==> config.mk <==
export PLATFORM = sky130hd
export DESIGN_NAME = if_fetch_unit
export DESIGN_NICKNAME = d
export VERILOG_FILES = /design/src/rtl/if_fetch_pkg.sv /design/src/rtl/if_fetch_hold_buf.sv /design/src/rtl/if_fetch_unit.sv
export SDC_FILE = /design/constraint.sdc
export NUM_CORES = 1
export LEC_CHECK = 0
export CAP_MARGIN = 40
export CORE_MARGIN = 4
export CORE_UTILIZATION = 53
export DETAILED_ROUTE_END_ITERATION = 10
export PLACE_DENSITY = 0.87
export RECOVER_POWER = 100
export SYNTH_ARGS = -nofsm -noshare
export SYNTH_HDL_FRONTEND = slang
export SYNTH_SLANG_ARGS = --single-unit
==> constraint.sdc <==
create_clock -name clk_i -period 15.4 [get_ports clk_i]
set_input_delay 2.31 -clock clk_i [delete_from_list [all_inputs] [get_ports clk_i]]
set_output_delay 2.31 -clock clk_i [all_outputs]
set_load 0.01 [all_outputs]
==> src/rtl/if_fetch_pkg.sv <==
// Shared types and constants for the instruction-fetch front end.
package if_fetch_pkg;

   typedef enum logic [1:0] {
      FETCH = 2'd0,
      HOLD  = 2'd1,
      DROP  = 2'd2
   } fetch_state_e;

   localparam int unsigned PC_STEP     = 4;
   localparam logic [31:0] INST_BUBBLE = 32'h0;
   localparam int unsigned STALL_CNT_W = 32;
   localparam int unsigned DROP_CNT_W  = 16;

endpackage

==> src/rtl/if_fetch_hold_buf.sv <==
// One-entry capture of an acked instruction and its PC+4 while ID holds the pipe.
module if_fetch_hold_buf
   import if_fetch_pkg::*;
#(
   parameter int unsigned MEM_W = 32
) (
   input  logic             clk_i,
   input  logic             rst_i,
   input  logic             ld_i,
   input  logic [MEM_W-1:0] inst_i,
   input  logic [MEM_W-1:0] pc4_i,
   output logic [MEM_W-1:0] inst_o,
   output logic [MEM_W-1:0] pc4_o
);

   always_ff @(posedge clk_i or posedge rst_i) begin
      if (rst_i) begin
         inst_o <= '0;
         pc4_o  <= '0;
      end else if (ld_i) begin
         inst_o <= inst_i;
         pc4_o  <= pc4_i;
      end
   end

endmodule

==> src/rtl/if_fetch_unit.sv <==
// Fetch front end: PC, req/ack imem handshake, hold buffer and stale-response drop.
// Optional build macro FETCH_PERF_CNT_EN adds saturating stall/drop counters.
module if_fetch_unit
   import if_fetch_pkg::*;
#(
   parameter int unsigned      MEM_W    = 32,
   parameter logic [MEM_W-1:0] RESET_PC = '0
) (
   input  logic                   clk_i,
   input  logic                   rst_i,
   input  logic                   hd_i,
   input  logic                   branch_i,
   input  logic [MEM_W-1:0]       branch_addr_i,
   output logic                   mem_req_o,
   output logic [MEM_W-1:0]       mem_addr_o,
   input  logic                   mem_ack_i,
   input  logic [MEM_W-1:0]       mem_data_i,
   output logic [MEM_W-1:0]       inst_o,
   output logic [MEM_W-1:0]       pc_plus4_o,
   output logic                   valid_o,
   output logic                   stall_o,
   output logic                   flush_o,
   output logic [STALL_CNT_W-1:0] stall_cnt_o,
   output logic [DROP_CNT_W-1:0]  drop_cnt_o
);

   fetch_state_e     state_q, state_d;
   logic [MEM_W-1:0] pc_q, pc_d, pend_q, pend_d;
   logic [MEM_W-1:0] br_tgt, pc_inc, buf_inst, buf_pc4;
   logic [MEM_W-1:0] inst, pc4;
   logic             buf_ld, req, valid, stall;

   assign br_tgt = branch_addr_i & ~MEM_W'(3);
   assign pc_inc = pc_q + MEM_W'(PC_STEP);

   if_fetch_hold_buf #(.MEM_W(MEM_W)) u_hold_buf (
      .clk_i  (clk_i),
      .rst_i  (rst_i),
      .ld_i   (buf_ld),
      .inst_i (mem_data_i),
      .pc4_i  (pc_inc),
      .inst_o (buf_inst),
      .pc4_o  (buf_pc4)
   );

   always_ff @(posedge clk_i or posedge rst_i) begin
      if (rst_i) begin
         state_q <= FETCH;
         pc_q    <= RESET_PC;
         pend_q  <= '0;
      end else begin
         state_q <= state_d;
         pc_q    <= pc_d;
         pend_q  <= pend_d;
      end
   end

   always_comb begin
      state_d = state_q;
      pc_d    = pc_q;
      pend_d  = pend_q;
      buf_ld  = 1'b0;
      req     = 1'b1;
      valid   = 1'b0;
      inst    = MEM_W'(INST_BUBBLE);
      pc4     = '0;
      stall   = 1'b0;
      case (state_q)
         FETCH: begin
            if (branch_i) begin
               // an ack arriving with the redirect belongs to the wrong path
               stall = ~mem_ack_i;
               if (mem_ack_i) begin
                  pc_d = br_tgt;
               end else begin
                  pend_d  = br_tgt;
                  state_d = DROP;
               end
            end else if (mem_ack_i) begin
               if (hd_i) begin
                  buf_ld  = 1'b1;
                  state_d = HOLD;
               end else begin
                  valid = 1'b1;
                  inst  = mem_data_i;
                  pc4   = pc_inc;
                  pc_d  = pc_inc;
               end
            end else begin
               stall = 1'b1;
            end
         end
         HOLD: begin
            req   = 1'b0;
            valid = 1'b1;
            inst  = buf_inst;
            pc4   = buf_pc4;
            if (branch_i) begin
               pc_d    = br_tgt;
               state_d = FETCH;
            end else if (!hd_i) begin
               pc_d    = buf_pc4;
               state_d = FETCH;
            end
         end
         DROP: begin
            // keep the stale request alive until its ack; the latest target wins
            stall = 1'b1;
            if (branch_i) pend_d = br_tgt;
            if (mem_ack_i) begin
               pc_d    = branch_i ? br_tgt : pend_q;
               state_d = FETCH;
            end
         end
         default: state_d = FETCH;
      endcase
   end

   assign mem_req_o  = req & ~rst_i;
   assign mem_addr_o = rst_i ? '0 : pc_q;
   assign inst_o     = rst_i ? '0 : inst;
   assign pc_plus4_o = rst_i ? '0 : pc4;
   assign valid_o    = valid & ~rst_i;
   assign stall_o    = stall & ~rst_i;
   assign flush_o    = branch_i & ~rst_i;

`ifdef FETCH_PERF_CNT_EN
   logic                   drop_ack;
   logic [STALL_CNT_W-1:0] stall_cnt_q;
   logic [DROP_CNT_W-1:0]  drop_cnt_q;

   assign drop_ack = mem_ack_i & (((state_q == FETCH) & branch_i) | (state_q == DROP));

   always_ff @(posedge clk_i or posedge rst_i) begin
      if (rst_i) begin
         stall_cnt_q <= '0;
         drop_cnt_q  <= '0;
      end else begin
         if (stall && stall_cnt_q != '1) stall_cnt_q <= stall_cnt_q + STALL_CNT_W'(1);
         if (drop_ack && drop_cnt_q != '1) drop_cnt_q <= drop_cnt_q + DROP_CNT_W'(1);
      end
   end

   assign stall_cnt_o = stall_cnt_q;
   assign drop_cnt_o  = drop_cnt_q;
`else
   assign stall_cnt_o = '0;
   assign drop_cnt_o  = '0;
`endif

endmodule

After elaboration in Yosys (flattened, before gate mapping):

Cells that the tools add are included.

* output and inout port bits: 148
* register bits after elaboration: 130

* mux-type cells: 43
* eq/ne operators: 11
* reduce and logical (&&, ||, !) cells: 6
* bitwise gates (word level): 6
* add/subtract/negate cells: 1

Operators by type and width (count)
* 32-bit 2-to-1 mux: 19
* 32-bit case mux with 2 select lines: 3
* 32-bit case mux with 3 select lines: 1
* 32-bit by 3-bit adder with 32-bit output (second input constant): 1
* 3-bit inequality test (second input constant): 5
* 2-bit 2-to-1 mux: 7
* 1-bit 2-to-1 mux: 10
* 5-bit AND reduction: 2
* 2-bit inequality test (second input constant): 4
* 2-bit case mux with 3 select lines: 1
* 1-bit bitwise AND: 4
* 1-bit case mux with 2 select lines: 2
* 3-bit AND reduction: 1
* 3-bit nonzero test: 1
* 2-bit by 1-bit == test with 1-bit output (second input constant): 1
* 2-bit == test (second input constant): 1
* 2-bit zero test: 1
* 1-bit NOT: 2
* 2-bit nonzero test: 1

Depth between registers and ports, before layout:

* depth after elaboration: 6
* mapped depth: 10
* depth with buffers taken out: 7

Hierarchy:

From an unflattened synthesis, not the netlist that was laid out.

* cells, all modules: 878
* area total of the unflattened synthesis: 8516.9 µm²

By module, submodules not included
* if_fetch_unit: cells each 742, instances 1, sequential area each 1651.6 µm², area each 5834.3 µm²
* if_fetch_hold_buf: cells each 136, instances 1, sequential area each 1601.5 µm², area each 2682.6 µm²

Worst setup path before layout:

Ideal clock, no wire load.

* path type: input-to-output
* start: input port rst_i
* end: output port pc_plus4_o[30]
* data arrival time: 6.731 ns
* buffers on the path: 1
* cell stages on the path: 5
* required time: 13.090 ns
* slack: 6.359 ns
* cells stage by stage: inv_1 > o21ai_1 > or3_1 > clkbuf_1 > o21ai_0

* word-level cells in the longest chain between the ends: 1

Ends and longest elaborated chain
* start, declared: line if_fetch_unit.sv:10 `input logic rst_i,`
* 32-bit 2-to-1 mux: line if_fetch_unit.sv:122 `assign pc_plus4_o = rst_i ? '0 : pc4;`
* end, declared: line if_fetch_unit.sv:19 `output logic [MEM_W-1:0] pc_plus4_o,`

Every way passes these cells.

Worst setup path in the final report:

* start: input port rst_i
* end: output port pc_plus4_o[7]

Same word-level chain as after synthesis.

==> results.txt <==
* Status: finished with violations
- Violated checks: max-capacitance violations, max-slew violations
- Across every metal layer, demand over resource in global routing totals 0.279.
- GR Util met2: 0.445
- Across the VDD grid, the largest voltage drop is 0.119 mV.
- # DRC: 0
* Total clock sinks: 130
- Of the total power, the clock network draws 0.204.
* X dimension of the die: 131 um
* Post-route minimum period: 10900 ps
- In the global route stage, met3 resource usage came out at 0.0610.
* Final net count: 1108
* Input/output buffers: 166
* Pre-Repair DR Iteration Count: 5
* Areal power density over the cells: 188 nW/um^2
- From synthesis to final layout, the design area changed by 26.4%.
* Worst hold path type: reg -> reg
* Die Y-Extent: 131 um
- Once detail routing completed, the nets flagged for antenna violations numbered 0.
- Ys Warns: 0
- The share of the Yosys chip area taken by registers is 0.408.
* CP bufs+invs: 5
- In the final routed layout, each cell accounts on average for 19.4 um.
- Endpoint arrival time on the critical path: 8590 ps
* Share of layout cells above drive strength 1: 0.106
- HPWL after detailed placement: 15800 um
* Final weighted congestion of routability-driven global placement: 0.819
- At the placement stage, the worst setup path has a slack of 7590 ps.
- Of the total power, combinational logic draws 0.451.
* Hold violation total from the final report: 0
- Most frequently used flop master after synthesis: dfrtp_1
- Worst slew slack as a fraction of its limit: -0.931
- The largest single stage delay on the critical path is 2220 ps.
- Clock-pin slew reported for the worst setup and hold paths after clock tree synthesis: 50 ps
- The die covers 17100 um^2.
* Io pins: 217
- No sink is reached through more buffers than the 2 on the longest clock path.
- Commonest cells post-synth: dfrtp_1, nand2_1, nor2_1
- Library cells used by synthesis: 58
* Max Cap Violations: 7
- Wire length of the first global-routing pass: 37400 um
- Leakage power of the design: 4.30 nW
* Post-layout total power: 1.89 mW
- Path type of the worst setup path: in -> out
- Buffers inserted to repair hold after CTS numbered 0.
- Most area-hungry cell type in the Yosys netlist: dfrtp_1
* Max frequency: 91.7 MHz
* Routed wire length: 23900 um
- The H-tree was split into 4 levels.
- Number of buffers created by CTS: 17
- By instance count, the leading cell after synthesis is dfrtp_1.
* Number of vias after detailed routing: 7459
- Total setup violations reported at the end of the flow: 0
- In this run the standard cell core region covers 14600 um^2.
- After synthesis the cells add up to 7970 um^2.
- Synthesis produced 904 cells.
* PostCTS Resize Cnt: 0
- Vias per Instance: 6.06
- Remaining global-route overflow: 0
- Period utilization: 0.708
* Insertion delay to the later sink of the worst-skew pair: 420 ps
- The share of synthesized area in the top cell type comes to 0.408.
* PnR worst setup slack: 4500 ps
- TritonCTS built the clock tree.
- In this run the mean area of a mapped cell was 8.82 um^2.
- Routing layer with the top usage in global route: met2
* Crit-path slowest cell: clkinvlp_2
- Final sum of negative setup slack: 0 ps
- Transition time at the pin with the least slew margin: 2900 ps
- Clock Root Buffer: clkbuf_16
* Share of total power consumed by net switching: 0.406
- The critical path goes through dlygate4sd3_1, buf_4, clkinvlp_2, o21ai_4, clkbuf_1, nor2_1, dlygate4sd3_1.
* RSZ-0062 raised after global routing: no
- The floorplan has 44 rows.
- Finished layout cell area: 10100 um^2
* P_int: 1.12 mW
- The cell that appears most often on the critical path is dlygate4sd3_1.
- After synthesis, the share of flip-flops with an asynchronous set or reset is 1.00.
- After the first detailed-routing iteration, the DRC count stood at 772.
- Counting flops with a built-in enable in the synthesized netlist gives 0.
- Dominant cells by area after synthesis: dfrtp_1, mux2_2, a22oi_1
* Cell family contributing the most delay on the critical path: buffers and inverters
- Antenna Cells: 0
* Data required time at the worst endpoint: 13090 ps
- # Post-CTS Setup Buffers: 0
* Maximum number of pins on one net before global-route repair: 82
- For this configuration, the core starts out at a cell density of 0.544.
* Final number of max-transition violations: 320
- Number of global-route vias before repair: 7246
* Initial antenna violation count: 0
- Worst clock skew on the final layout: 4.98 ps
- In the global route stage, met1 resource usage came out at 0.368.
- Number of flip-flops and latches in the synthesized netlist: 130
- The placed instances occupy a cell area of 9630 um^2.
- The worst setup path is launched from an input port.
- Net Switching: 769 uW
- The share of total power dissipated in sequential elements is 0.345.
- Of all nets on the critical path, the largest fanout is 60.
- Kind of capture point of the worst setup path: output port
==> worst register-to-register path: stages (launching register included) <==
cell	delay [ps]
dfrtp_1	420
inv_1	90
ha_1	360
nor2b_1	240
nand3_1	1000
clkbuf_1	2120
mux2_2	520
==> final cells by class <==
type,instances,area (um^2)
repair buffers,184,1750
multi-input cells,686,4220
inverters,16,61.3
clock buffers,26,509
fillers,1126,4570
flip-flops and latches,130,3250
clock inverters,5,50.0
well taps,184,230
==> layer usage <==
layer | part of all wire | wire [um] | vias to the layer above
met4 | 0.035 | 837 | 0
li1 | - | - | 3404
met3 | 0.082 | 1960 | 62
met1 | 0.40 | 9450 | 3597
met5 | 0 | 0 | -
met2 | 0.49 | 11700 | 396
==> final timing paths <==
| check | from | end | slack, ps | cells past startpoint |
|---|---|---|---|---|
| setup / recovery | rst_i | pc_plus4_o[7] | 4500 | 7 |
| hold / removal | pend_q[17] | pend_q[17] | 480 | 2 |
| setup reg to reg | state_q[0] | u_hold_buf.inst_o[13] | 10520 | 6 |
| hold reg to reg | pend_q[17] | pend_q[17] | 480 | 2 |
| max in group asynchronous | rst_i | u_hold_buf.inst_o[13] | 7540 | 5 |
| min in group asynchronous | rst_i | u_hold_buf.pc4_o[13] | 3470 | 3 |
==> cell families (layout without fill, tap and decap cells) <==
kind of cell               after synthesis  in the layout  share of synthesized area
AOI/OAI and AO/OA                      266            266                      0.215
other                                    1             48                   0.000471
and+or+nand+nor                        275            275                      0.160
buffers and inverters                  135            231                     0.0865
DFF                                    130            130                      0.408
muxes                                   65             65                     0.0923
xor gates and xnor gates                28             28                     0.0308
adders and majority gates                4              4                    0.00628
==> through the flow <==
stage | instances | utilization | hold WS [ps]
finish | 1231 | 0.688 | 481
global route | 1231 | 0.688 | 506
CTS | 1230 | 0.696 | 483
detailed placement | 1199 | 0.657 | 471
global placement | 1195 | 0.651 | 461
floorplan | 951 | - | 450
==> power by group through the flow <==
stage	combinational [mW]	sequential (mW)	clock, mW
finish	0.854	0.653	0.386
global route	0.934	0.673	0.402
CTS	0.881	0.648	0.387
detailed placement	0.872	0.652	0
global placement	0.831	0.640	0
floorplan	0.617	0.601	0
==> state kept, by name (all words and copies together), names as in the netlist <==
signal,cells
pc_q,32
pend_q,32
state_q,2
u_hold_buf.inst_o,32
u_hold_buf.pc4_o,32
==> cell usage in the layout (no fill, tap or decap), types with 4 or more instances in the layout <==
| cell | synthesis | layout |
|---|---|---|
| a21o_1 | 4 | 4 |
| a21oi_1 | 52 | 52 |
| a221o_1 | 5 | 5 |
| a221oi_1 | 4 | 4 |
| a22oi_1 | 65 | 65 |
| a2bb2oi_1 | 4 | 4 |
| a31oi_1 | 4 | 4 |
| and3_1 | 8 | 8 |
| buf_4 | 48 | 7 |
| clkbuf_1 | 61 | 14 |
| clkbuf_16 | 0 | 17 |
| clkbuf_8 | 0 | 5 |
| clkdlybuf4s50_1 | 0 | 66 |
| clkinv_2 | 0 | 4 |
| conb_1 | 1 | 48 |
| dfrtp_1 | 130 | 130 |
| dlygate4sd3_1 | 0 | 99 |
| inv_1 | 16 | 15 |
| mux2_2 | 64 | 63 |
| nand2_1 | 105 | 105 |
| nand3_1 | 11 | 11 |
| nand4_1 | 10 | 10 |
| nor2_1 | 77 | 76 |
| nor2b_1 | 31 | 31 |
| nor3_1 | 7 | 7 |
| o2111ai_1 | 5 | 5 |
| o211ai_1 | 4 | 4 |
| o21a_1 | 5 | 5 |
| o21ai_0 | 73 | 75 |
| o22a_1 | 4 | 4 |
| o22ai_1 | 11 | 11 |
| or3_1 | 4 | 4 |
| xnor2_1 | 16 | 16 |
| xor2_1 | 12 | 12 |
Power figures use the tool's default switching activity.
